`src/rtl/param_code_lock.sv`:
```
// ============================================================================
// Module      : param_code_lock
// Description : Programmable N-digit keypad lock with a full-length compare,
//               a failure counter, a timed lockout, a timed auto-relock and a
//               sticky alarm.
// Revision    : 1.0  initial release
// ============================================================================
`default_nettype none

module param_code_lock #(
    parameter int DIGITS      = 8,
    parameter int DIGIT_W     = 4,
    parameter int MAX_FAILS   = 3,
    parameter int LOCKOUT_CYC = 500,
    parameter int OPEN_CYC    = 1000
) (
    input  logic                              clk,
    input  logic                              rst,
    input  logic                              key_valid,
    input  logic [DIGIT_W-1:0]                key_val,
    input  logic                              key_enter,
    input  logic                              key_clear,
    output logic [2:0]                        state,
    output logic [$clog2(DIGITS+1)-1:0]       pos,
    output logic [DIGITS*DIGIT_W-1:0]         code_out,
    output logic [$clog2(MAX_FAILS+1)-1:0]    fail_cnt,
    output logic                              unlocked,
    output logic                              alarm,
    output logic                              locked_out
);

    localparam int PW   = $clog2(DIGITS+1);
    localparam int FW   = $clog2(MAX_FAILS+1);
    localparam int TMAX = (LOCKOUT_CYC > OPEN_CYC) ? LOCKOUT_CYC : OPEN_CYC;
    localparam int TW   = $clog2(TMAX+1);
    localparam int CW   = DIGITS*DIGIT_W;

    typedef enum logic [2:0] {
        PROG    = 3'd0,
        IDLE    = 3'd1,
        ENTRY   = 3'd2,
        OPEN    = 3'd3,
        LOCKOUT = 3'd4,
        ALARM   = 3'd5
    } state_t;

    state_t               cur_state;
    logic [TW-1:0]        timer;
    logic                 mismatch;
    logic [DIGIT_W-1:0]   exp_digit;
    logic                 attempt_bad;

    assign state = cur_state;

    // Stored digit addressed by pos, first digit living in the MSBs.
    always_comb begin
        exp_digit = '0;
        for (int i = 0; i < DIGITS; i++) begin
            if (pos == PW'(i))
                exp_digit = code_out[(DIGITS-1-i)*DIGIT_W +: DIGIT_W];
        end
    end

    assign attempt_bad = mismatch | (key_val != exp_digit);

    always_ff @(posedge clk or posedge rst) begin
        if (rst) begin
            cur_state  <= PROG;
            pos        <= '0;
            code_out   <= '0;
            fail_cnt   <= '0;
            timer      <= '0;
            mismatch   <= 1'b0;
            unlocked   <= 1'b0;
            alarm      <= 1'b0;
            locked_out <= 1'b0;
        end else begin
            case (cur_state)
                PROG: begin
                    if (key_clear) begin
                        code_out <= '0;
                        pos      <= '0;
                    end else if (key_enter) begin
                        if (pos == PW'(DIGITS)) begin
                            cur_state <= IDLE;
                            pos       <= '0;
                            timer     <= '0;
                        end
                    end else if (key_valid) begin
                        code_out <= {code_out[CW-DIGIT_W-1:0], key_val};
                        if (pos != PW'(DIGITS))
                            pos <= pos + PW'(1);
                    end
                end

                IDLE: begin
                    if (!key_clear && key_enter) begin
                        cur_state <= ENTRY;
                        pos       <= '0;
                        mismatch  <= 1'b0;
                        timer     <= '0;
                    end
                end

                ENTRY: begin
                    if (key_clear) begin
                        cur_state <= IDLE;
                        pos       <= '0;
                        timer     <= '0;
                    end else if (key_enter) begin
                        pos      <= '0;
                        mismatch <= 1'b0;
                    end else if (key_valid) begin
                        mismatch <= attempt_bad;
                        pos      <= pos + PW'(1);
                        // The verdict is withheld until the final digit arrives.
                        if (pos == PW'(DIGITS-1)) begin
                            timer <= '0;
                            if (!attempt_bad) begin
                                cur_state <= OPEN;
                                fail_cnt  <= '0;
                                unlocked  <= 1'b1;
                            end else if (fail_cnt == FW'(MAX_FAILS-1)) begin
                                cur_state <= ALARM;
                                fail_cnt  <= FW'(MAX_FAILS);
                                alarm     <= 1'b1;
                            end else begin
                                cur_state  <= LOCKOUT;
                                fail_cnt   <= fail_cnt + FW'(1);
                                locked_out <= 1'b1;
                            end
                        end
                    end
                end

                OPEN: begin
                    if (key_clear) begin
                        cur_state <= PROG;
                        code_out  <= '0;
                        pos       <= '0;
                        timer     <= '0;
                        unlocked  <= 1'b0;
                    end else if (key_enter || timer == TW'(OPEN_CYC-1)) begin
                        cur_state <= IDLE;
                        timer     <= '0;
                        unlocked  <= 1'b0;
                    end else begin
                        timer <= timer + TW'(1);
                    end
                end

                LOCKOUT: begin
                    if (timer == TW'(LOCKOUT_CYC-1)) begin
                        cur_state  <= IDLE;
                        timer      <= '0;
                        locked_out <= 1'b0;
                    end else begin
                        timer <= timer + TW'(1);
                    end
                end

                ALARM: begin
                end

                default: begin
                    cur_state  <= ALARM;
                    timer      <= '0;
                    unlocked   <= 1'b0;
                    locked_out <= 1'b0;
                    alarm      <= 1'b1;
                end
            endcase
        end
    end

endmodule

`default_nettype wire

```
`config.mk`:
```
export PLATFORM = sky130hd
export DESIGN_NAME = param_code_lock
export DESIGN_NICKNAME = d
export VERILOG_FILES = /design/src/rtl/param_code_lock.sv
export SDC_FILE = /design/constraint.sdc
export NUM_CORES = 1
export LEC_CHECK = 0
export ABC_CLOCK_PERIOD_IN_PS = 2300
export CORE_MARGIN = 10
export CORE_UTILIZATION = 35
export DETAILED_ROUTE_END_ITERATION = 8
export PLACE_DENSITY = 0.66
export SLEW_MARGIN = 40
export SYNTH_ARGS = -nofsm -noshare
export SYNTH_HDL_FRONTEND = slang
export SYNTH_SLANG_ARGS = --single-unit
export TNS_END_PERCENT = 30
```
`constraint.sdc`:
```
create_clock -name clk -period 2.3 [get_ports clk]
set_clock_uncertainty 0.05 [all_clocks]
set_input_delay 0.46 -clock clk [delete_from_list [all_inputs] [get_ports clk]]
set_output_delay 0.46 -clock clk [all_outputs]
set_load 0.05 [all_outputs]
```
Yosys cells after proc, flatten, opt, wreduce, memory -nomap -nowiden. Index checks and enable logic that the tools add are counted.

Flip-flop bits (word level): 55. Logic and storage cells: 162. Output and inout bits: 44. Input bits: 9.

Equality and inequality tests: 43. Reduce and logical (&&, ||, !) cells: 20. Multiplexer cells: 80. Add/subtract/negate cells: 3. Bitwise gates (word level): 7.

Operators by type and width (count): 32-bit 2-to-1 mux (4); 10-bit 2-to-1 mux (11); 4-bit 2-to-1 mux (18); 32-bit one-hot mux with 2 select lines (1); 10-bit one-hot mux with 6 select lines (1); 3-bit 2-to-1 mux (12); 2-bit != test (second input constant) (14); 1-bit 2-to-1 mux (25); 3-bit != test (second input constant) (7); 7-bit AND reduction (3); 4-bit != test (second input constant) (5); 3-bit one-hot mux with 6 select lines (1); 4-bit by 3-bit equality test with 1-bit output (second input constant) (4); 4-bit one-hot mux with 4 select lines (1); 8-bit AND reduction (2); 10-bit by 1-bit adder with 10-bit output (second input constant) (1); 10-bit equality test (second input constant) (1); 10-bit by 9-bit equality test with 1-bit output (second input constant) (1); 10-bit AND reduction (1); 4-bit by 2-bit equality test with 1-bit output (second input constant) (2); 4-bit AND reduction (2); 4-bit OR reduction (2); 3-bit by 2-bit equality test with 1-bit output (second input constant) (2); 3-bit equality test (second input constant) (2); 21 further kinds (30).

Logic depth before layout (Yosys ltp).
Depth in word-level cells: 17. Gate-level depth with buffers: 10.

Worst setup path after synthesis. OpenSTA, ideal clock, no wires.

Kind: register to register. Start point: reg pos[0]. End point: reg fail_cnt[1]. Period minus slack after synthesis: 2702 ps. Data required time: 2130 ps. Stages on the path, launching flop included: 10. Setup slack: -402 ps. Arrival: 2532 ps. Cells stage by stage: dfrtp_1 inv_1 ha_1 buf_2 buf_2 a221oi_2 nor2_1 mux2_4 nand4bb_4 a41o_1.

Word-level cells in the longest chain between the ends: 12.

Ends and longest elaborated chain: start: declaration (line 24) `output logic [$clog2(DIGITS+1)-1:0] pos,`; start signal: assignment (line 92) `pos <= pos + PW'(1);`; start signal: assignment (line 115) `pos <= pos + PW'(1);`; 4-bit logical NOT (line 59) `if (pos == PW'(i))`; 4-bit 2-to-1 mux (8 in a row) (line 59); 4-bit != test (line 64) `assign attempt_bad = mismatch | (key_val != exp_digit);`; 1-bit OR (line 64); 2-bit 2-to-1 mux (line 119) `if (!attempt_bad) begin`; end signal: assignment (line 125) `fail_cnt <= FW'(MAX_FAILS);`; end signal: assignment (line 129) `fail_cnt <= fail_cnt + FW'(1);`; end: declaration (line 26) `output logic [$clog2(MAX_FAILS+1)-1:0] fail_cnt,`.

Several ways; a longest one is shown, not always the timed one. A chain may end at the register's enable or synchronous reset.

Final worst setup path.
Start point: reg pos[1]. End point: reg mismatch.

Word-level cells in the longest chain between the ends: 15.

Ends and longest elaborated chain: 4-bit logical NOT (line 59); 4-bit 2-to-1 mux (7 in a row) (line 59); 4-bit 2-to-1 mux * (line 59); 4-bit != test * (line 64); 1-bit OR * (line 64); 1-bit 2-to-1 mux * (line 113) `end else if (key_valid) begin`; 1-bit 2-to-1 mux * (line 110) `end else if (key_enter) begin`; 1-bit 2-to-1 mux * (line 106) `if (key_clear) begin`; 1-bit one-hot mux with 2 select lines * (line 78) `case (cur_state)`; end signal: assignment (line 114) `mismatch <= attempt_bad;`; end: declaration (line 49) `logic mismatch;`.

Every way passes the cells marked *; elsewhere a longest branch is shown, timed or not. The select of a mux whose other input is x is not followed.

==> metrics.md <==
| Metric | Value |
|---|---|
| Dominant cell by count in the synthesized netlist | `dfrtp_1` |
| Crit-path cells | `inv_4 > ha_4 > buf_4 > a211oi_2 > a211oi_1 > nor2_1 > mux2_4 > nand4bb_4 > a31o_2` |
| RD Place Congestion | `0.9416` |
| RSZ-0062 raised after global routing | `yes` |
| Post-route insts no fill | `511` |
| Nets | `417` |
| Floorplan row count | `34` |
| Max_slew headroom | `65.36%` |
| Die area | `13290 um2` |
| Setup WS post-layout | `-0.05067 ns` |
| Overall power | `0.003276 W` |
| Initial antenna violation count | `0` |
| Startpoint types | `flip-flop` |
| Drc violations | `0` |
| Hold WS | `0.4611 ns` |
| VDD IR max | `0.0006667 V` |
| Drt first pass iters | `6` |
| Worst R2R Setup Slack | `-0.05 ns` |
| Post-Synth Simple-Gate Area | `19.06%` |
| Final hold vios | `0` |
| Post-DR wirelength/cell | `17.31 um` |
| Setup Crit Path Kind | `flip-flop to flip-flop` |
| Largest net degree at the start of global routing | `56` |
| Endpoint class of the critical path | `flip-flop` |
| First-pass GRT wire length | `14.28 mm` |
| Compound-gate portion of the synthesized area | `25.01%` |
| Main combinational cell family by area after synthesis | `compound AO/OA/AOI/OAI gates` |
| Routed Antenna Nets | `0` |
| Adder-Cell Fraction of Synth Area | `2.363%` |
| Synthesized instance count | `334` |
| Most used DFF post-synth | `dfrtp_1` |
| Root Driver | `clkbuf_8` |
| Post-synth EDFFs | `0` |
| Crit share post-route | `102.2%` |
| Hpwl dp | `6.419 mm` |
| Diodes inserted | `0` |
| Synth area leaders | `dfrtp_1 43%, a22o_1 9.1%, a21oi_1 3.0%` |
| Post-CTS Hold Buffers | `0` |
| # clock sinks | `55` |
| Sequential-to-total area share from yosys stat | `43.32%` |
| Fin. max-slew vios | `0` |
| GRT Resource Usage Total | `13.02%` |
| Clk slew on worst S/H paths | `0.10 ns` |
| CTS Buf Count | `5` |
| Starting Density | `36.25%` |
| Vias in the first global route | `2809` |
| Pwr/cell area | `781.0 nW/um2` |
| CTS max path bufs | `2` |
| DR iter-0 viols | `128` |
| Fraction of layout cells with a size suffix above 1 | `18.61%` |
| Post-Place Cells | `498` |
| CP arrival | `2.50 ns` |
| Port Buffers | `52` |
| Total Routed Length | `8.843 mm` |
| Final Setup Violations | `5` |
| Synth top area share | `43.32%` |
| Worst-Skew Late Latency | `0.31 ns` |
| Fmax | `0.4254 GHz` |
| Syn Nets | `349` |
| Ports | `53` |
| Mux contribution to synthesized area | `2.048%` |
| Fillers | `827` |
| Worst Hold Class | `input pin to async pin` |
| Pleak | `1.791 nW` |
| Yosys cell types | `58` |
| Failing checks | `setup timing` |
| Vias post-DR | `2891` |
| Most common library cells after synthesis | `55 x dfrtp_1, 33 x a22o_1, 25 x nand2_1` |
| Mapped cell area | `3177 um2` |
| Max Cap Viol | `0` |
| Slew @ Worst Pin | `0.5179 ns` |
| CTS tree | `yes` |
| Gr ovfl total | `0` |
| Synth async-reset ratio | `100.0%` |
| Max Fanout on Critical Path | `6` |
| Via density | `5.658` |
| Crit path time final | `2.351 ns` |
| Core region area | `8763 um2` |
| Die X | `115.3 um` |
| Chip Height | `115.3 um` |
| Status | `complete, but fails checks` |
| CP max-delay cell | `dfrtp_2` |
| Critical Path RT | `2.45 ns` |
| Syn Area/Cell | `9.511 um2` |
| Synth warn | `0` |
| H-tree depth | `2` |
| Xor/xnor cell area share of the yosys netlist | `2.442%` |
| Yosys top cell by area | `dfrtp_1` |
| Area delta synth->final | `32.02%` |
| Delay of the slowest critical-path stage | `0.47 ns` |
| Number of synthesized register bits | `55` |
==> flip-flops by register name, indices dropped and copies added, names as in the netlist <==
| signal | count |
|---|---|
| mismatch | 1 |
| pos | 4 |
| state | 3 |
| code_out | 32 |
| unlocked | 1 |
| locked_out | 1 |
| fail_cnt | 2 |
| alarm | 1 |
| timer | 10 |
==> cell usage in the layout, fill, tap and decap left out, types with 7 or more instances in the layout <==
cell type / count
dfrtp_1: 53
clkdlybuf4s50_1: 48
a22o_1: 33
buf_4: 31
nand2_1: 24
nor2_1: 21
inv_1: 19
o21ai_0: 18
a21oi_1: 18
nor2b_1: 9
nor3_1: 8
and3_1: 7
nand2b_1: 7
xor2_1: 7
==> layer usage <==
metal | wire length [um] | part of all wire (%) | up-vias | GRT usage [%]
met4 | 136 | 1.5 | 0 | 3.548
met2 | 4150 | 47 | 101 | 21.40
met1 | 3879 | 44 | 1424 | 16.56
li1 | - | - | 1351 | -
met5 | 0 | 0 | - | 0
met3 | 677 | 7.7 | 15 | 3.281
==> metrics by stage <==
| step | util (%) | cell area, um2 | setup TNS [ns] | setup WS [ns] |
|---|---|---|---|---|
| CTS | 46.86 | 4106 | -0.04985 | -0.02107 |
| global placement | 45.40 | 3979 | -0.6285 | -0.1333 |
| finish | 47.86 | 4194 | -0.1507 | -0.05067 |
| floorplan | - | 3231 | -0.04643 | -0.03013 |
| detailed placement | 45.40 | 3979 | -0.6818 | -0.1233 |
| global route | 47.86 | 4194 | -0.6195 | -0.1161 |
==> report_power, final <==
part / switching [W] / internal, W
combinational: 0.000915 / 0.000630
clock: 0.000322 / 0.000220
sequential: 0.000139 / 0.00105
==> critical path: cells and delay by family, from the launching register on <==
family	cells	cell delay, ns
mux	1	0.34
compound gates	3	0.52
buf+inv	2	0.23
flops	1	0.47
fa+ha+maj	1	0.18
simple gates	2	0.45
==> cells by family (layout without fill, tap and decap cells) <==
logic type / count (synthesis) / in the layout
AOI/OAI and AO/OA: 105 / 105
xor gates and xnor gates: 8 / 8
buffers and inverters: 44 / 113
adders and majority gates: 6 / 6
and+or+nand+nor: 110 / 110
muxes: 6 / 6
DFF: 55 / 55
==> final timing paths <==
path                       startpoint           end  cells past startpoint
max                            pos[1]      mismatch                      9
min                               rst  code_out[15]                      3
max reg2reg                    pos[1]      mismatch                      9
min reg2reg                  timer[0]      timer[0]                      1
max in group asynchronous         rst        pos[1]                      3
min in group clk             timer[0]      timer[0]                      1
==> cell type report <==
| class | instances | area [um2] | share of cell area, % |
|---|---|---|---|
| clock buffers | 6 | 72.57 | 1.730 |
| clock inverters | 2 | 16.27 | 0.3878 |
| inverters | 22 | 87.58 | 2.088 |
| multi-input cells | 235 | 1727 | 41.17 |
| flip-flops and latches | 55 | 1379 | 32.88 |
| well taps | 108 | 135.1 | 3.222 |
| repair buffers | 83 | 777.0 | 18.53 |
==> what timing repair did <==
item / 4_1_cts / 5_1_grt
setup endpoints to repair: 12 / 11
pin swaps: 4 / 7
buffers inserted: 0 / 5
gates resized for setup: 9 / 16
hold endpoints to repair: 0 / 0
Note: power is estimated with default switching activity, not from simulation.
